## src/rtl/needs_pkg.sv

```systemverilog
// Shared types and constants for the pet-needs controller: need indices, level type, FSM states.
package needs_pkg;

  localparam int unsigned NEED_W    = 4;
  localparam int unsigned NUM_NEEDS = 6;
  localparam int unsigned ACT_ID_W  = 3;
  localparam int unsigned PTR_W     = 3;

  localparam int unsigned NEED_HUNGER    = 0;
  localparam int unsigned NEED_HAPPINESS = 1;
  localparam int unsigned NEED_HEALTH    = 2;
  localparam int unsigned NEED_HYGIENE   = 3;
  localparam int unsigned NEED_ENERGY    = 4;
  localparam int unsigned NEED_SOCIAL    = 5;

  typedef logic [NEED_W-1:0]   need_t;
  typedef logic [ACT_ID_W-1:0] act_id_t;
  typedef logic [PTR_W-1:0]    ptr_t;

  localparam need_t NEED_MAX = NEED_W'(15);

  typedef enum logic [1:0] {
    IDLE  = 2'd0,
    APPLY = 2'd1,
    BUSY  = 2'd2,
    DEAD  = 2'd3
  } state_t;

  // Saturating helpers keep every need inside 0..NEED_MAX.
  function automatic need_t sat_inc(input need_t v);
    return (v == NEED_MAX) ? v : v + NEED_W'(1);
  endfunction

  function automatic need_t sat_sub(input need_t v, input need_t d);
    return (v >= d) ? v - d : '0;
  endfunction

endpackage

```

## src/rtl/needs_controller_if.sv

```systemverilog
// Care-action request handshake between the action source and the needs controller.
interface needs_controller_if;
  import needs_pkg::*;

  logic    act_valid;
  act_id_t act_id;
  logic    act_ready;

  modport master (output act_valid, output act_id, input act_ready);
  modport slave  (input act_valid, input act_id, output act_ready);

endinterface

```

## src/rtl/tick_prescaler.sv

```systemverilog
// Free-running divider with enable; tick_c pulses for one cycle as the count wraps.
module tick_prescaler #(
  parameter int unsigned DIV = 4
) (
  input  logic clk,
  input  logic rst_n,
  input  logic en,
  output logic tick_c
);

  localparam int unsigned CNT_W = $clog2(DIV);
  localparam logic [CNT_W-1:0] LAST = CNT_W'(DIV - 1);

  logic [CNT_W-1:0] cnt;

  always_ff @(posedge clk or negedge rst_n) begin
    if (!rst_n) begin
      cnt <= '0;
    end else if (en) begin
      cnt <= (cnt == LAST) ? '0 : cnt + CNT_W'(1);
    end
  end

  assign tick_c = en && (cnt == LAST);

endmodule

```

## src/rtl/needs_controller.sv

```systemverilog
// Owns six need levels: round-robin decay, handshaked care actions, terminal death on max hunger.
// Optional build macro SLEEP_HALT_EN: sleep busies 4x longer and halts decay ticking meanwhile.
module needs_controller
  import needs_pkg::*;
#(
  parameter int unsigned TICK_DIV    = 50000000,
  parameter int unsigned ACTION_DEC  = 4,
  parameter int unsigned ACTION_BUSY = 8
) (
  input  logic clk,
  input  logic reset,
  needs_controller_if.slave act,
  output need_t hunger,
  output need_t happiness,
  output need_t health,
  output need_t hygiene,
  output need_t energy,
  output need_t social,
  output logic  busy,
  output logic  dead
);

`ifdef SLEEP_HALT_EN
  localparam int unsigned BUSY_MAX = 4 * ACTION_BUSY - 1;
`else
  localparam int unsigned BUSY_MAX = ACTION_BUSY - 1;
`endif
  localparam int unsigned BCNT_W = (BUSY_MAX > 0) ? $clog2(BUSY_MAX + 1) : 1;
  localparam need_t NEED_DEC = NEED_W'(ACTION_DEC);

  state_t            state;
  state_t            state_next;
  need_t             needs [NUM_NEEDS];
  ptr_t              ptr;
  logic              pending;
  act_id_t           act_id_q;
  logic [BCNT_W-1:0] bcnt;
  logic [BCNT_W-1:0] bcnt_load_c;

  logic tick_c;
  logic presc_en_c;
  logic halt_c;
  logic death_c;
  logic in_action_c;
  logic xfer_c;
  logic decay_c;
  logic apply_c;

  tick_prescaler #(.DIV(TICK_DIV)) u_presc (
    .clk    (clk),
    .rst_n  (reset),
    .en     (presc_en_c),
    .tick_c (tick_c)
  );

  // Prescaler gating: frozen once dead, and optionally while a sleep is in progress.
  always_comb begin
    in_action_c = 1'b0;
    halt_c      = 1'b0;
    presc_en_c  = 1'b0;
    in_action_c = (state == APPLY) || (state == BUSY);
`ifdef SLEEP_HALT_EN
    halt_c = in_action_c && (act_id_q == ACT_ID_W'(NEED_ENERGY));
`endif
    presc_en_c = (state != DEAD) && !halt_c;
  end

  // FSM output decode; death pre-empts decay and action application.
  always_comb begin
    act.act_ready = 1'b0;
    death_c       = 1'b0;
    xfer_c        = 1'b0;
    decay_c       = 1'b0;
    apply_c       = 1'b0;
    death_c       = (needs[NEED_HUNGER] == NEED_MAX);
    act.act_ready = (state == IDLE) && !dead;
    xfer_c        = act.act_valid && act.act_ready;
    decay_c       = (state == IDLE) && !death_c && (tick_c || pending);
    apply_c       = (state == APPLY) && !death_c;
  end

  always_comb begin
    state_next = state;
    if (death_c) begin
      state_next = DEAD;
    end else begin
      case (state)
        IDLE:    if (xfer_c && (act.act_id < ACT_ID_W'(NUM_NEEDS))) state_next = APPLY;
        APPLY:   state_next = BUSY;
        BUSY:    if (bcnt == '0) state_next = IDLE;
        DEAD:    state_next = DEAD;
        default: state_next = IDLE;
      endcase
    end
  end

  always_ff @(posedge clk or negedge reset) begin
    if (!reset) begin
      state <= IDLE;
      busy  <= 1'b0;
      dead  <= 1'b0;
    end else begin
      state <= state_next;
      busy  <= (state_next == APPLY) || (state_next == BUSY);
      dead  <= (state_next == DEAD);
    end
  end

  always_comb begin
    bcnt_load_c = BCNT_W'(ACTION_BUSY - 1);
`ifdef SLEEP_HALT_EN
    if (act_id_q == ACT_ID_W'(NEED_ENERGY)) bcnt_load_c = BCNT_W'(4 * ACTION_BUSY - 1);
`endif
  end

  // Need levels, decay pointer, deferred-tick flag and the captured action.
  always_ff @(posedge clk or negedge reset) begin
    if (!reset) begin
      for (int i = 0; i < NUM_NEEDS; i++) needs[i] <= '0;
      ptr      <= '0;
      pending  <= 1'b0;
      act_id_q <= '0;
      bcnt     <= '0;
    end else begin
      for (int i = 0; i < NUM_NEEDS; i++) begin
        if (decay_c && (ptr == PTR_W'(i))) needs[i] <= sat_inc(needs[i]);
        if (apply_c && (act_id_q == ACT_ID_W'(i))) needs[i] <= sat_sub(needs[i], NEED_DEC);
      end
      if (decay_c) ptr <= (ptr == PTR_W'(NUM_NEEDS - 1)) ? '0 : ptr + PTR_W'(1);
      if (decay_c) begin
        pending <= 1'b0;
      end else if (tick_c && in_action_c) begin
        pending <= 1'b1;
      end
      if (xfer_c) act_id_q <= act.act_id;
      if (state == APPLY) begin
        bcnt <= bcnt_load_c;
      end else if ((state == BUSY) && (bcnt != '0)) begin
        bcnt <= bcnt - BCNT_W'(1);
      end
    end
  end

  assign hunger    = needs[NEED_HUNGER];
  assign happiness = needs[NEED_HAPPINESS];
  assign health    = needs[NEED_HEALTH];
  assign hygiene   = needs[NEED_HYGIENE];
  assign energy    = needs[NEED_ENERGY];
  assign social    = needs[NEED_SOCIAL];

endmodule

```

## src/flat_wrapper.sv

```systemverilog
// flat-port wrapper written by rule: the top's interface ports become plain ports
module needs_controller_flat import needs_pkg::*;
#(
  parameter int unsigned TICK_DIV    = 50000000,
  parameter int unsigned ACTION_DEC  = 4,
  parameter int unsigned ACTION_BUSY = 8
)
  (clk, reset, hunger, happiness, health, hygiene, energy, social, busy, dead, act_act_valid, act_act_id, act_act_ready);
  needs_controller_if act_i ();
  input  logic clk;
  input  logic reset;
  output need_t hunger;
  output need_t happiness;
  output need_t health;
  output need_t hygiene;
  output need_t energy;
  output need_t social;
  output logic busy;
  output logic dead;
  input wire logic [$bits(act_i.act_valid)-1:0] act_act_valid;
  input wire logic [$bits(act_i.act_id)-1:0] act_act_id;
  output wire logic [$bits(act_i.act_ready)-1:0] act_act_ready;
  assign act_i.act_valid = act_act_valid;
  assign act_i.act_id = act_act_id;
  assign act_act_ready = act_i.act_ready;
  needs_controller #(.TICK_DIV(TICK_DIV), .ACTION_DEC(ACTION_DEC), .ACTION_BUSY(ACTION_BUSY)) u_core (.clk(clk), .reset(reset), .act(act_i), .hunger(hunger), .happiness(happiness), .health(health), .hygiene(hygiene), .energy(energy), .social(social), .busy(busy), .dead(dead));
endmodule
```

## config.mk

```make
export PLATFORM = sky130hd
export DESIGN_NAME = needs_controller_flat
export DESIGN_NICKNAME = d
export VERILOG_FILES = /design/src/rtl/needs_pkg.sv /design/src/rtl/needs_controller_if.sv /design/src/rtl/tick_prescaler.sv /design/src/rtl/needs_controller.sv /design/src/flat_wrapper.sv
export SDC_FILE = /design/constraint.sdc
export NUM_CORES = 1
export LEC_CHECK = 0
export CAP_MARGIN = 20
export CORE_MARGIN = 2
export CORE_UTILIZATION = 52
export CTS_CLUSTER_DIAMETER = 200
export DETAILED_ROUTE_END_ITERATION = 12
export GPL_ROUTABILITY_DRIVEN = 1
export HOLD_SLACK_MARGIN = 0.08
export PLACE_DENSITY = 0.78
export SYNTH_ARGS = -nofsm -noshare
export SYNTH_HDL_FRONTEND = slang
export SYNTH_SLANG_ARGS = --single-unit
```

## constraint.sdc

```tcl
create_clock -name clk -period 2.69 [get_ports clk]
set_clock_uncertainty 0.15 [all_clocks]
set_input_delay 0.538 -clock clk [delete_from_list [all_inputs] [get_ports clk]]
set_output_delay 0.538 -clock clk [all_outputs]
set_load 0.01 [all_outputs]
```

; After elaboration in Yosys (flattened, before gate mapping)
; Cells that the tools add are included.
[word_totals]
in_bits = 6
wordCells = 145
output_inout_bits = 27
regBits = 64
[classes]
addsub = 15
mux = 34
reduce_logical = 45
n_eq_ne = 30
magnitude_cmp = 7
[op_table]
columns = operator, n
row1 = 4-bit 2-to-1 mux, 24
row2 = 26-bit by 1-bit adder with 26-bit output (second input constant), 1
row3 = 26-bit equality test (second input constant), 1
row4 = 26-bit 2-to-1 mux, 1
row5 = 4-bit by 1-bit adder with 4-bit output (second input constant), 6
row6 = 4-bit equality test (second input constant), 6
row7 = 4-bit by 3-bit greater-or-equal comparator with 1-bit output (second input constant), 6
row8 = 4-bit by 3-bit subtractor with 4-bit output (second input constant), 6
row9 = 1-bit logical AND, 21
row10 = 2-bit nonzero test, 8
row11 = 2-bit != test (second input constant), 7
row12 = 3-bit by 2-bit equality test with 1-bit output (second input constant), 4
row13 = 3-bit equality test (second input constant), 4
row14 = 2-bit AND reduction, 6
row15 = 3-bit logical NOT, 3
row16 = 3-bit 2-to-1 mux, 3
row17 = 2-bit equality test (second input constant), 4
row18 = 2-bit one-hot mux with 4 select lines, 1
row19 = 3-bit by 1-bit equality test with 1-bit output (second input constant), 2
row20 = 2-bit 2-to-1 mux, 3
row21 = 2-bit by 1-bit equality test with 1-bit output (second input constant), 2
row22 = 3-bit by 1-bit adder with 3-bit output (second input constant), 1
row23 = 1-bit logical OR, 3
row24 = 3-bit less-than comparator (second input constant), 1
row25 = other kinds (5), 7

; Longest topological paths before layout
; Gate-level depths: netlist (run 1).
[logic_depth]
ltp_word = 9
mapped_depth = 8
ltp_nobuf = 8

; Modules after synthesis
; A second synthesis (run 1) with hierarchy kept.
[unflattened]
cells_unflattened = 390
area_unflattened_um2 = 3867.5
[by_module_without_submodules]
columns = module, cells_each, area_each_um2, seq_area_each_um2, instances
row1 = needs_controller, 251, 2476.1, 950.9, 1
row2 = tick_prescaler, 139, 1391.3, 650.6, 1

; Least setup slack after synthesis (run 1)
; Ideal clock, no wire load.
[synth_timing]
kind = register -> register
from = register u_core.state[0]
to = register u_core.needs, in the netlist u_core.energy[1]
synth_period_minus_slack_ps = 2530
stages_incl_launch_ff = 7
path_slack_ps = 160
setup_time_ps = 125
arrival_time_ps = 2255
t_required_ps = 2415
n_path_buf = 0
path_cell_list = dfrtp_1 ha_1 and4b_1 nand2_2 o31a_1 or4_4 mux2_4
[synth_between]
elab_chain_len = 7
word_cells_on_any_way = 14
classes_between = eq/ne (3) / mux (1) / reduce/logical (10)
[synth_rtl]
columns = element, line
row1 = start: declaration, needs_controller.sv:31  ; state_t state;
row2 = start signal: assignment, needs_controller.sv:103  ; state <= state_next;
row3 = 2-bit != test, needs_controller.sv:65  ; presc_en_c = (state != DEAD) && !halt_c;
row4 = 1-bit logical AND, tick_prescaler.sv:24  ; assign tick_c = en && (cnt == LAST);
row5 = 1-bit logical OR, needs_controller.sv:78  ; decay_c = (state == IDLE) && !death_c && (tick_c || pending);
row6 = 1-bit logical AND, needs_controller.sv:78
row7 = 1-bit logical AND, needs_controller.sv:126  ; if (decay_c && (ptr == PTR_W'(i))) needs[i] <= sat_inc(needs[i]);
row8 = 2-bit nonzero test (no line), n/a
row9 = 2-bit AND reduction (no line), n/a
row10 = end signal: indexed assignment, needs_controller.sv:126
row11 = end signal: indexed assignment, needs_controller.sv:127  ; if (apply_c && (act_id_q == ACT_ID_W'(i))) needs[i] <= sat_sub(needs[i], NEED_DEC);
row12 = end: declaration, needs_controller.sv:33  ; need_t needs [NUM_NEEDS];
; Parallel ways exist; a longest one is shown, timed or not.
; A chain may end at the register's enable or synchronous reset.

; Final worst setup path (run 1)
; Ends and elaborated chain as after synthesis.

==> flow_metrics.py, run 1 <==
metrics = {
    "floorplanning": {
        "ioPinCount": 33,
        "initial_core_util": 0.537,
        "die_area_um2": 7700,
        "core_um2": 6790,
        "num_rows": 30,
        "die_y_um": 87.7,
        "fp.dieW_um": 87.7,
    },
    "critical_path": {
        "critPathLaunchType": "register",
        "cp.required_ns": 2.77,
        "crit_path_max_fanout": 5,
        "end_kind": "register",
        "path_class": "reg2reg",
        "critical_path_arrival_ns": 2.66,
    },
    "global_routing": {
        "grt_pass1_vias": 2776,
        "gr-total-overflow": 0,
        "grt_max_degree": 29,
        "grt_usage": 0.218,
        "antenna_found_initial": 0,
        "grt_pass1_wl_um": 13100,
    },
    "pwr": {
        "swShare": 0.203,
        "p_switching_w": 0.000382,
        "p_per_area_nw_per_um2": 429,
        "internal_power_w": 0.00150,
        "ir_worst_vdd_mv": 0.272,
        "clkPwrFrac": 0.473,
        "p_seq_frac": 0.512,
        "combPwrFrac": 0.015,
        "p_leak_nw": 1.92,
    },
    "logic_synthesis": {
        "ys_async_sr_fraction": 1.00,
        "syn_nets": 399,
        "yosysTopAreaCell": "dfrtp_1",
        "ys_types": 53,
        "syn_inst": 376,
        "synth_edf_count": 0,
        "yosysWarnings": 0,
        "ys_ff_latch": 64,
        "ys_top_cells_by_area": "dfrtp_1 (44%), ha_1 (5.8%), xnor2_1 (5.8%)",
        "ys_seq_area_frac": 0.439,
        "synth_area_um2": 3650,
        "synth_top_area_share": 0.439,
        "ys.flop_type": "dfrtp_1",
        "syn_avg_cell_area_um2": 9.70,
    },
    "clocking": {
        "clock-sinks": 64,
        "cts_htree_levels": 3,
        "cts_root_buf": "clkbuf_8",
        "clkLatencyLatePin_ns": 0.34,
        "clk_pin_slew_worst_paths_ns": 0.07,
        "cts_buffer_depth": 2,
        "cts_buffers": 9,
        "cts_tree": "yes",
    },
    "timing": {
        "finalSetupViolCount": 0,
        "tightest_slew_ns": 0.493,
        "period_needed_ns": 2.58,
        "rsz0062_at_grt": "false",
        "max_freq_ghz": 0.388,
        "slew_headroom": 0.671,
        "hold_violations": 0,
        "min_period_over_period": 0.959,
        "finalSetupTns_ns": 0,
        "slew_violations": 0,
    },
    "drt": {
        "vias_per_cell": 5.76,
        "dr.pass1.iters": 4,
        "wl_um": 7850,
        "ant_nets": 0,
        "drc_errors": 0,
        "vias": 3012,
        "post_drt_wl_per_cell_um": 15.0,
        "drt_iter0_markers": 146,
    },
    "place": {
        "gp_congestion": 0.950,
        "place_inst": 506,
        "portBuffers": 32,
        "place_area_um2": 4140,
        "hpwl_um": 5620,
    },
    "final_layout": {
        "drive_above_1_share": 0.119,
        "final_common_cell": "dfrtp_1",
        "design_area_um2": 4380,
        "antennaDiodeCount": 0,
        "areaGrowthSynthToFinish_pct": 20.1,
        "fin_nets": 445,
        "final_cells": 523,
        "mostFrequentLayoutCells": "dfrtp_1 (64), nor2_1 (33), clkdlybuf4s50_1 (31)",
        "final_core_util": 0.645,
        "nFillCells": 547,
    },
    "run": {
        "max-cap-violations": 0,
    },
    "hold_path": {
        "hp-class": "reg2reg",
    },
    "outcome": {
        "status": "complete, no violations",
    },
}
-- power groups by stage --
stage	clock network [W]	registers [W]	logic (W)
detailed placement	0	0.000980	0.0000293
global route	0.000938	0.000961	0.0000337
CTS	0.000899	0.000962	0.0000304
finish	0.000890	0.000962	0.0000287
floorplan	0	0.000981	0.0000000844
global placement	0	0.000980	0.0000285
-- path summary, 6_finish.rpt --
path,from,to,slack (ns),depth (start not counted)
worst max register to register,u_core.state[0]$_DFF_PN0_,u_core.energy[1]$_DFFE_PN0P_,0.11,6
min in group asynchronous,reset,u_core.hunger[3]$_DFFE_PN0P_,0.54,2
worst min register to register,u_core.u_presc.cnt[18]$_DFFE_PN0P_,u_core.u_presc.cnt[18]$_DFFE_PN0P_,0.34,1
max in group asynchronous,reset,u_core.u_presc.cnt[7]$_DFFE_PN0P_,1.11,3
worst min-delay path,u_core.u_presc.cnt[18]$_DFFE_PN0P_,u_core.u_presc.cnt[18]$_DFFE_PN0P_,0.34,1
worst max-delay path,u_core.state[0]$_DFF_PN0_,u_core.energy[1]$_DFFE_PN0P_,0.11,6
-- worst max-delay path, cell delays in order (launching register included) --
cell and delay, ns:
dfrtp_1 0.44, ha_1 0.23, and4b_1 0.32, nand2_2 0.10, o31a_1 0.36, or4_4 0.56, mux2_4 0.30
-- metrics by stage --
step / power [W] / setup slack (ns) / hold WS (ns)
finish: 0.00188 / 0.111 / 0.339
global route: 0.00193 / 0.0298 / 0.377
CTS: 0.00189 / 0.0983 / 0.343
detailed placement: 0.00101 / 0.117 / 0.331
global placement: 0.00101 / 0.169 / 0.323
floorplan: 0.000981 / 0.160 / 0.0924
-- sequential cells by signal, summed over array words and instances (netlist names) --
signal              count
u_core.happiness        4
u_core.energy           4
u_core.ptr              3
u_core.health           4
u_core.social           4
u_core.u_presc.cnt     26
u_core.act_id_q         3
u_core.state            2
u_core.busy             1
u_core.bcnt             3
u_core.hygiene          4
u_core.pending          1
u_core.dead             1
u_core.hunger           4
-- routing by layer --
| layer | part of all wire | track usage | vias up | routed length [µm] |
|---|---|---|---|---|
| met1 | 0.48 | 0.299 | 1473 | 3750 |
| met5 | 0 | 0 | - | 0 |
| met4 | 0.017 | 0.0657 | 0 | 137 |
| li1 | - | - | 1460 | - |
| met2 | 0.47 | 0.343 | 69 | 3660 |
| met3 | 0.038 | 0.0547 | 10 | 296 |
-- synth_stat cells, types with 2 or more instances --
cell type,n
buf_2,2
mux2i_1,5
o31ai_1,7
nand3_1,24
a21oi_1,5
a31o_2,2
nor2_1,33
a211o_1,2
o22ai_1,2
and2_1,6
and4b_1,3
xnor2_1,24
clkbuf_1,9
inv_1,16
dfrtp_1,64
a22o_1,5
nand2b_1,5
and3_1,15
o31a_1,4
nor2b_1,6
nor4_1,6
nor3_1,19
a41oi_1,2
nor3b_1,6
mux2_2,11
o311ai_0,2
nand2_1,29
a31oi_1,4
nand4_1,12
nand4b_1,3
o21ai_0,5
ha_1,17
-- timing repair --
action	in CTS	in global routing
hold buffers	1	0
setup endpoints to repair	0	2
buffers inserted	0	0
hold endpoints to repair	19	0
resized for setup	0	2
-- layout make-up --
type                    count  area, µm²  share of cell area
well taps                  96        120              0.0274
clock inverters             2       35.0             0.00800
flip-flops and latches     64       1600               0.366
inverters                  16       60.1              0.0137
clock buffers              14        183              0.0417
multi-input cells         284       1950               0.445
repair buffers             47        430              0.0983
-- cell families (layout without fill, tap and decap cells) --
group           Yosys count  after routing  synth area share
compound gates           51             51             0.106
xor+xnor                 24             24            0.0577
fa+ha+maj                17             17            0.0583
buf+inv                  28             79            0.0295
flops                    64             64             0.439
mux                      17             17            0.0518
simple gates            175            175             0.258
Power figures use the tool's default switching activity.
==> run 2, diff against run 1 <==
--- a/config.mk
+++ b/config.mk
@@ -6,7 +6,6 @@
 export NUM_CORES = 1
 export LEC_CHECK = 0
 export CAP_MARGIN = 20
-export CORE_MARGIN = 2
 export CORE_UTILIZATION = 52
 export CTS_CLUSTER_DIAMETER = 200
 export DETAILED_ROUTE_END_ITERATION = 12
==> flow_metrics.py, run 2 (synthesis gave the netlist of run 1 again) <==
metrics = {
    "outcome": {
        "status": "complete, no violations",
    },
    "final_layout": {
        "antennaDiodeCount": 0,
        "mostFrequentLayoutCells": "dfrtp_1 (64), nor2_1 (33), clkdlybuf4s50_1 (31)",
        "areaGrowthSynthToFinish_pct": 18.2,
        "fin_nets": 442,
        "largest_reg_flops": 26,
        "final_core_util": 0.634,
        "final_common_cell": "dfrtp_1",
        "regMostFlops": "u_core.u_presc.cnt",
        "drive_above_1_share": 0.106,
    },
    "floorplanning": {
        "die_y_um": 85.7,
        "ioPinCount": 33,
        "fp.dieW_um": 85.7,
        "initial_core_util": 0.537,
        "num_rows": 30,
        "die_area_um2": 7350,
        "core_um2": 6790,
    },
    "critical_path": {
        "path_class": "reg2reg",
        "r2r-start": "u_core.state[0]$_DFF_PN0_",
        "end_kind": "register",
        "cp.required_ns": 2.76,
        "cp_slowest_stage_delay_ns": 0.57,
        "reg2reg_slack_ns": 0.14,
        "critical_path_arrival_ns": 2.63,
        "critPathLaunchType": "register",
        "regToRegEndpoint": "u_core.energy[1]$_DFFE_PN0P_",
        "crit_chain": "ha_1 > and4b_1 > nand2_2 > o31a_1 > or4_4 > mux2_4",
        "crit_path_max_fanout": 5,
        "cp_slowest_cell": "or4_4",
        "reg2reg_depth": 6,
    },
    "pwr": {
        "p_switching_w": 0.000383,
        "p_per_area_nw_per_um2": 396,
        "ir_worst_vdd_mv": 0.275,
        "p_seq_frac": 0.563,
        "internal_power_w": 0.00133,
        "combPwrFrac": 0.017,
        "swShare": 0.224,
        "p_leak_nw": 1.89,
        "clkPwrFrac": 0.419,
        "total_power_w": 0.00171,
    },
    "global_routing": {
        "antenna_found_initial": 0,
        "grt_max_degree": 42,
        "grt_pass1_wl_um": 13000,
        "gr-total-overflow": 0,
        "grt_usage": 0.227,
        "grt_pass1_vias": 2749,
    },
    "timing": {
        "finalSetupTns_ns": 0,
        "hold_violations": 0,
        "slew_headroom": 0.625,
        "min_period_over_period": 0.949,
        "slew_violations": 0,
        "finalSetupViolCount": 0,
        "tightest_slew_ns": 0.563,
        "period_needed_ns": 2.55,
        "rsz0062_at_grt": "false",
        "max_freq_ghz": 0.392,
    },
    "hold_path": {
        "min_to": "u_core.u_presc.cnt[18]$_DFFE_PN0P_",
        "min_path_cells": 1,
        "hp-class": "reg2reg",
        "holdCritStartpoint": "u_core.u_presc.cnt[18]$_DFFE_PN0P_",
    },
    "run": {
        "max-cap-violations": 0,
    },
    "clocking": {
        "postCtsHoldBufs": 1,
        "cts_resized": 0,
        "clkLatencyLatePin_ns": 0.33,
        "post_cts_buffers": 0,
        "clk_pin_slew_worst_paths_ns": 0.07,
        "cts_buffers": 9,
        "cts_root_buf": "clkbuf_8",
        "cts_buffer_depth": 2,
        "cts_tree": "yes",
        "clock-sinks": 64,
        "cts_htree_levels": 3,
    },
    "place": {
        "portBuffers": 32,
        "gp_congestion": 0.825,
        "hpwl_um": 5460,
    },
    "drt": {
        "vias_per_cell": 5.75,
        "wl_um": 7730,
        "wl_met3_um": 348,
        "vias": 2988,
        "ant_nets": 0,
        "drc_errors": 0,
        "top_layer_used": "met4",
        "post_drt_wl_per_cell_um": 14.9,
        "dr.pass1.iters": 4,
        "route.met2.wl_um": 3550,
        "drt_iter0_markers": 227,
        "wl_met1_um": 3740,
    },
}
==> run 2: cell count changes in the layout (fill, tap and decap cells not counted), sizes merged <==
cell	delta
buf	-3
bufinv	-1
clkbuf	-2
clkinv	+3
==> run 2: worst max-delay path: cells and delay by family, from the launching register on <==
family,cells,cell delay [ns]
AND/OR/NAND/NOR,3,0.99
flip-flops,1,0.43
AO/OA/AOI/OAI,1,0.34
multiplexers,1,0.31
adder cells (fa/ha/maj),1,0.22
==> run 2: layer usage <==
layer  vias to the layer above  GRT usage
met4                         0     0.0848
met2                        62      0.351
met1                      1463      0.310
li1                       1456          -
met5                         -          0
met3                         7     0.0558
==> run 2: cell type report <==
type / count / area (µm²)
clock buffers: 12 / 145
repair buffers: 44 / 420
flip-flops and latches: 64 / 1600
multi-input cells: 284 / 1940
clock inverters: 4 / 20.0
fillers: 554 / 2480
inverters: 16 / 60.1
well taps: 96 / 120
==> run 2: how the worst max path moves through the flow <==
stage	startpoint	to	cells past startpoint	slack (ns)
after floorplan	u_core.state[0]$_DFF_PN0_	u_core.energy[1]$_DFFE_PN0P_	6	0.16
after global placement	u_core.state[0]$_DFF_PN0_	u_core.energy[1]$_DFFE_PN0P_	6	0.18
after detailed placement	u_core.state[0]$_DFF_PN0_	u_core.energy[1]$_DFFE_PN0P_	6	0.14
after CTS	u_core.state[0]$_DFF_PN0_	u_core.energy[1]$_DFFE_PN0P_	6	0.13
after global routing	u_core.state[0]$_DFF_PN0_	u_core.energy[1]$_DFFE_PN0P_	6	0.06
final	u_core.state[0]$_DFF_PN0_	u_core.energy[1]$_DFFE_PN0P_	6	0.14
==> run 2: metrics by stage <==
step	hold WS (ns)	instances	area, µm²	setup slack [ns]
6_report	0.344	520	4310	0.138
3_5_place_dp	0.327	503	4130	0.140
3_3_place_gp	0.318	503	4130	0.178
5_1_grt	0.354	520	4310	0.0573
4_1_cts	0.343	520	4310	0.133
2_1_floorplan	0.0924	376	3650	0.160
==> run 2: power groups by stage <==
stage	sequential [W]	combinational, W	clock (W)
5_1_grt	0.000961	0.0000345	0.000784
3_5_place_dp	0.000980	0.0000304	0
6_report	0.000962	0.0000298	0.000716
2_1_floorplan	0.000981	0.0000000844	0
4_1_cts	0.000962	0.0000316	0.000733
3_3_place_gp	0.000980	0.0000301	0
==> run 3, diff against run 2 <==
--- a/config.mk
+++ b/config.mk
@@ -6,6 +6,7 @@
 export NUM_CORES = 1
 export LEC_CHECK = 0
 export CAP_MARGIN = 20
+export CORE_ASPECT_RATIO = 0.75
 export CORE_UTILIZATION = 52
 export CTS_CLUSTER_DIAMETER = 200
 export DETAILED_ROUTE_END_ITERATION = 12
==> flow_metrics.py, run 3 (synthesis gave the netlist of run 1 again) <==
metrics = {
    "timing": {
        "finalSetupTns_ns": 0,
        "period_needed_ns": 2.61,
        "min_period_over_period": 0.972,
        "tightest_slew_ns": 0.482,
        "hold_violations": 0,
        "slew_violations": 0,
        "finalSetupViolCount": 0,
        "slew_headroom": 0.677,
        "rsz0062_at_grt": "false",
        "max_freq_ghz": 0.383,
    },
    "pwr": {
        "p_seq_frac": 0.535,
        "p_leak_nw": 1.90,
        "p_per_area_nw_per_um2": 415,
        "total_power_w": 0.00180,
        "internal_power_w": 0.00142,
        "ir_worst_vdd_mv": 0.238,
        "swShare": 0.211,
        "clkPwrFrac": 0.449,
        "combPwrFrac": 0.016,
        "p_switching_w": 0.000380,
    },
    "clocking": {
        "cts_buffer_depth": 2,
        "cts_tree": "yes",
        "clk_pin_slew_worst_paths_ns": 0.07,
        "cts_buffers": 9,
        "cts_root_buf": "clkbuf_8",
        "clock-sinks": 64,
        "post_cts_buffers": 0,
        "clkLatencyLatePin_ns": 0.34,
        "cts_htree_levels": 3,
    },
    "critical_path": {
        "crit_start": "u_core.state[0]$_DFF_PN0_",
        "crit_chain": "ha_1 > and4b_2 > nand2_2 > o31a_1 > or4_4 > mux2_4",
        "cp_slowest_stage_delay_ns": 0.58,
        "critical_path_arrival_ns": 2.70,
        "critPathLaunchType": "register",
        "cp_slowest_cell": "or4_4",
        "cp.required_ns": 2.77,
        "path_class": "reg2reg",
        "r2r-start": "u_core.state[0]$_DFF_PN0_",
        "end_kind": "register",
        "crit_path_max_fanout": 5,
    },
    "drt": {
        "drc_errors": 0,
        "vias_per_cell": 6.00,
        "wl_um": 7810,
        "ant_nets": 0,
        "drt_iter0_markers": 213,
        "dr.pass1.iters": 5,
        "post_drt_wl_per_cell_um": 15.3,
        "vias": 3054,
    },
    "floorplanning": {
        "die_y_um": 74.5,
        "fp.dieW_um": 98.7,
        "die_area_um2": 7350,
        "initial_core_util": 0.536,
        "core_um2": 6800,
        "num_rows": 26,
        "ioPinCount": 33,
    },
    "outcome": {
        "status": "complete, no violations",
    },
    "global_routing": {
        "grt_usage": 0.232,
        "gr-total-overflow": 0,
        "grt_max_degree": 65,
        "grt_pass1_vias": 2704,
        "antenna_found_initial": 0,
        "grt_pass1_wl_um": 13100,
    },
    "place": {
        "portBuffers": 32,
        "place_inst": 493,
        "gp_congestion": 0.864,
        "hpwl_um": 5600,
    },
    "final_layout": {
        "final_common_cell": "dfrtp_1",
        "areaGrowthSynthToFinish_pct": 18.8,
        "antennaDiodeCount": 0,
        "fin_nets": 444,
        "mostFrequentLayoutCells": "dfrtp_1 (64), nor2_1 (33), clkdlybuf4s50_1 (31)",
        "final_cells": 509,
        "drive_above_1_share": 0.111,
        "largest_reg_flops": 26,
        "regMostFlops": "u_core.u_presc.cnt",
    },
    "hold_path": {
        "holdCritStartpoint": "u_core.bcnt[2]$_DFFE_PN0P_",
        "hp-class": "reg2reg",
    },
    "run": {
        "max-cap-violations": 0,
    },
}
run 3: stage by stage:
step	util	area (µm²)	setup slack [ns]	hold WS, ns
after global placement	0.608	4130	0.117	0.319
after floorplan	-	3650	0.160	0.0924
after CTS	0.637	4330	0.0569	0.343
after global routing	0.637	4330	0.0158	0.364
final	0.637	4330	0.0764	0.337
after detailed placement	0.608	4130	0.0621	0.327
run 3: repair_timing:
action	CTS	global route
endpoints found under the setup margin	0	1
hold buffers	1	0
hold endpoints to repair	64	0
gates resized for setup	0	1
run 3: power by group through the flow:
| stage | Sequential (W) | Clock, W | Combinational, W |
|---|---|---|---|
| 3_5_place_dp | 0.000980 | 0 | 0.0000298 |
| 5_1_grt | 0.000961 | 0.000869 | 0.0000344 |
| 4_1_cts | 0.000962 | 0.000827 | 0.0000310 |
| 6_report | 0.000962 | 0.000808 | 0.0000290 |
| 3_3_place_gp | 0.000980 | 0 | 0.0000296 |
| 2_1_floorplan | 0.000981 | 0 | 0.0000000844 |
run 3: layout make-up:
cell class / count / area, µm²
timing repair buffer: 46 / 435
multi-input combinational: 284 / 1940
clock buffer: 12 / 145
fill: 551 / 2470
sequential: 64 / 1600
clock inverter: 3 / 42.5
tap: 84 / 105
inverter: 16 / 60.1
run 3: worst max-delay path: cells and delay by family, from the launching register on:
kind	cells	cell delay (ns)
adder cells (fa/ha/maj)	1	0.23
flip-flops	1	0.43
AO/OA/AOI/OAI	1	0.39
multiplexers	1	0.31
AND/OR/NAND/NOR	3	1.00
run 3: path summary, 6_finish.rpt:
path                            cells after the start  slack, ns                                  to
worst min-delay path                                1       0.34          u_core.bcnt[2]$_DFFE_PN0P_
min in group asynchronous                           3       0.55  u_core.u_presc.cnt[18]$_DFFE_PN0P_
worst min register to register                      1       0.34          u_core.bcnt[2]$_DFFE_PN0P_
worst max register to register                      6       0.08        u_core.energy[1]$_DFFE_PN0P_
max in group asynchronous                           3       1.51  u_core.u_presc.cnt[13]$_DFFE_PN0P_
worst max-delay path                                6       0.08        u_core.energy[1]$_DFFE_PN0P_
run 3: per-layer routing:
metal | global-route usage | routed length, µm | vias up
li1 | - | - | 1457
met1 | 0.323 | 3690 | 1473
met2 | 0.355 | 3500 | 108
met3 | 0.0630 | 511 | 16
met4 | 0.0746 | 109 | 0
met5 | 0 | 0 | -
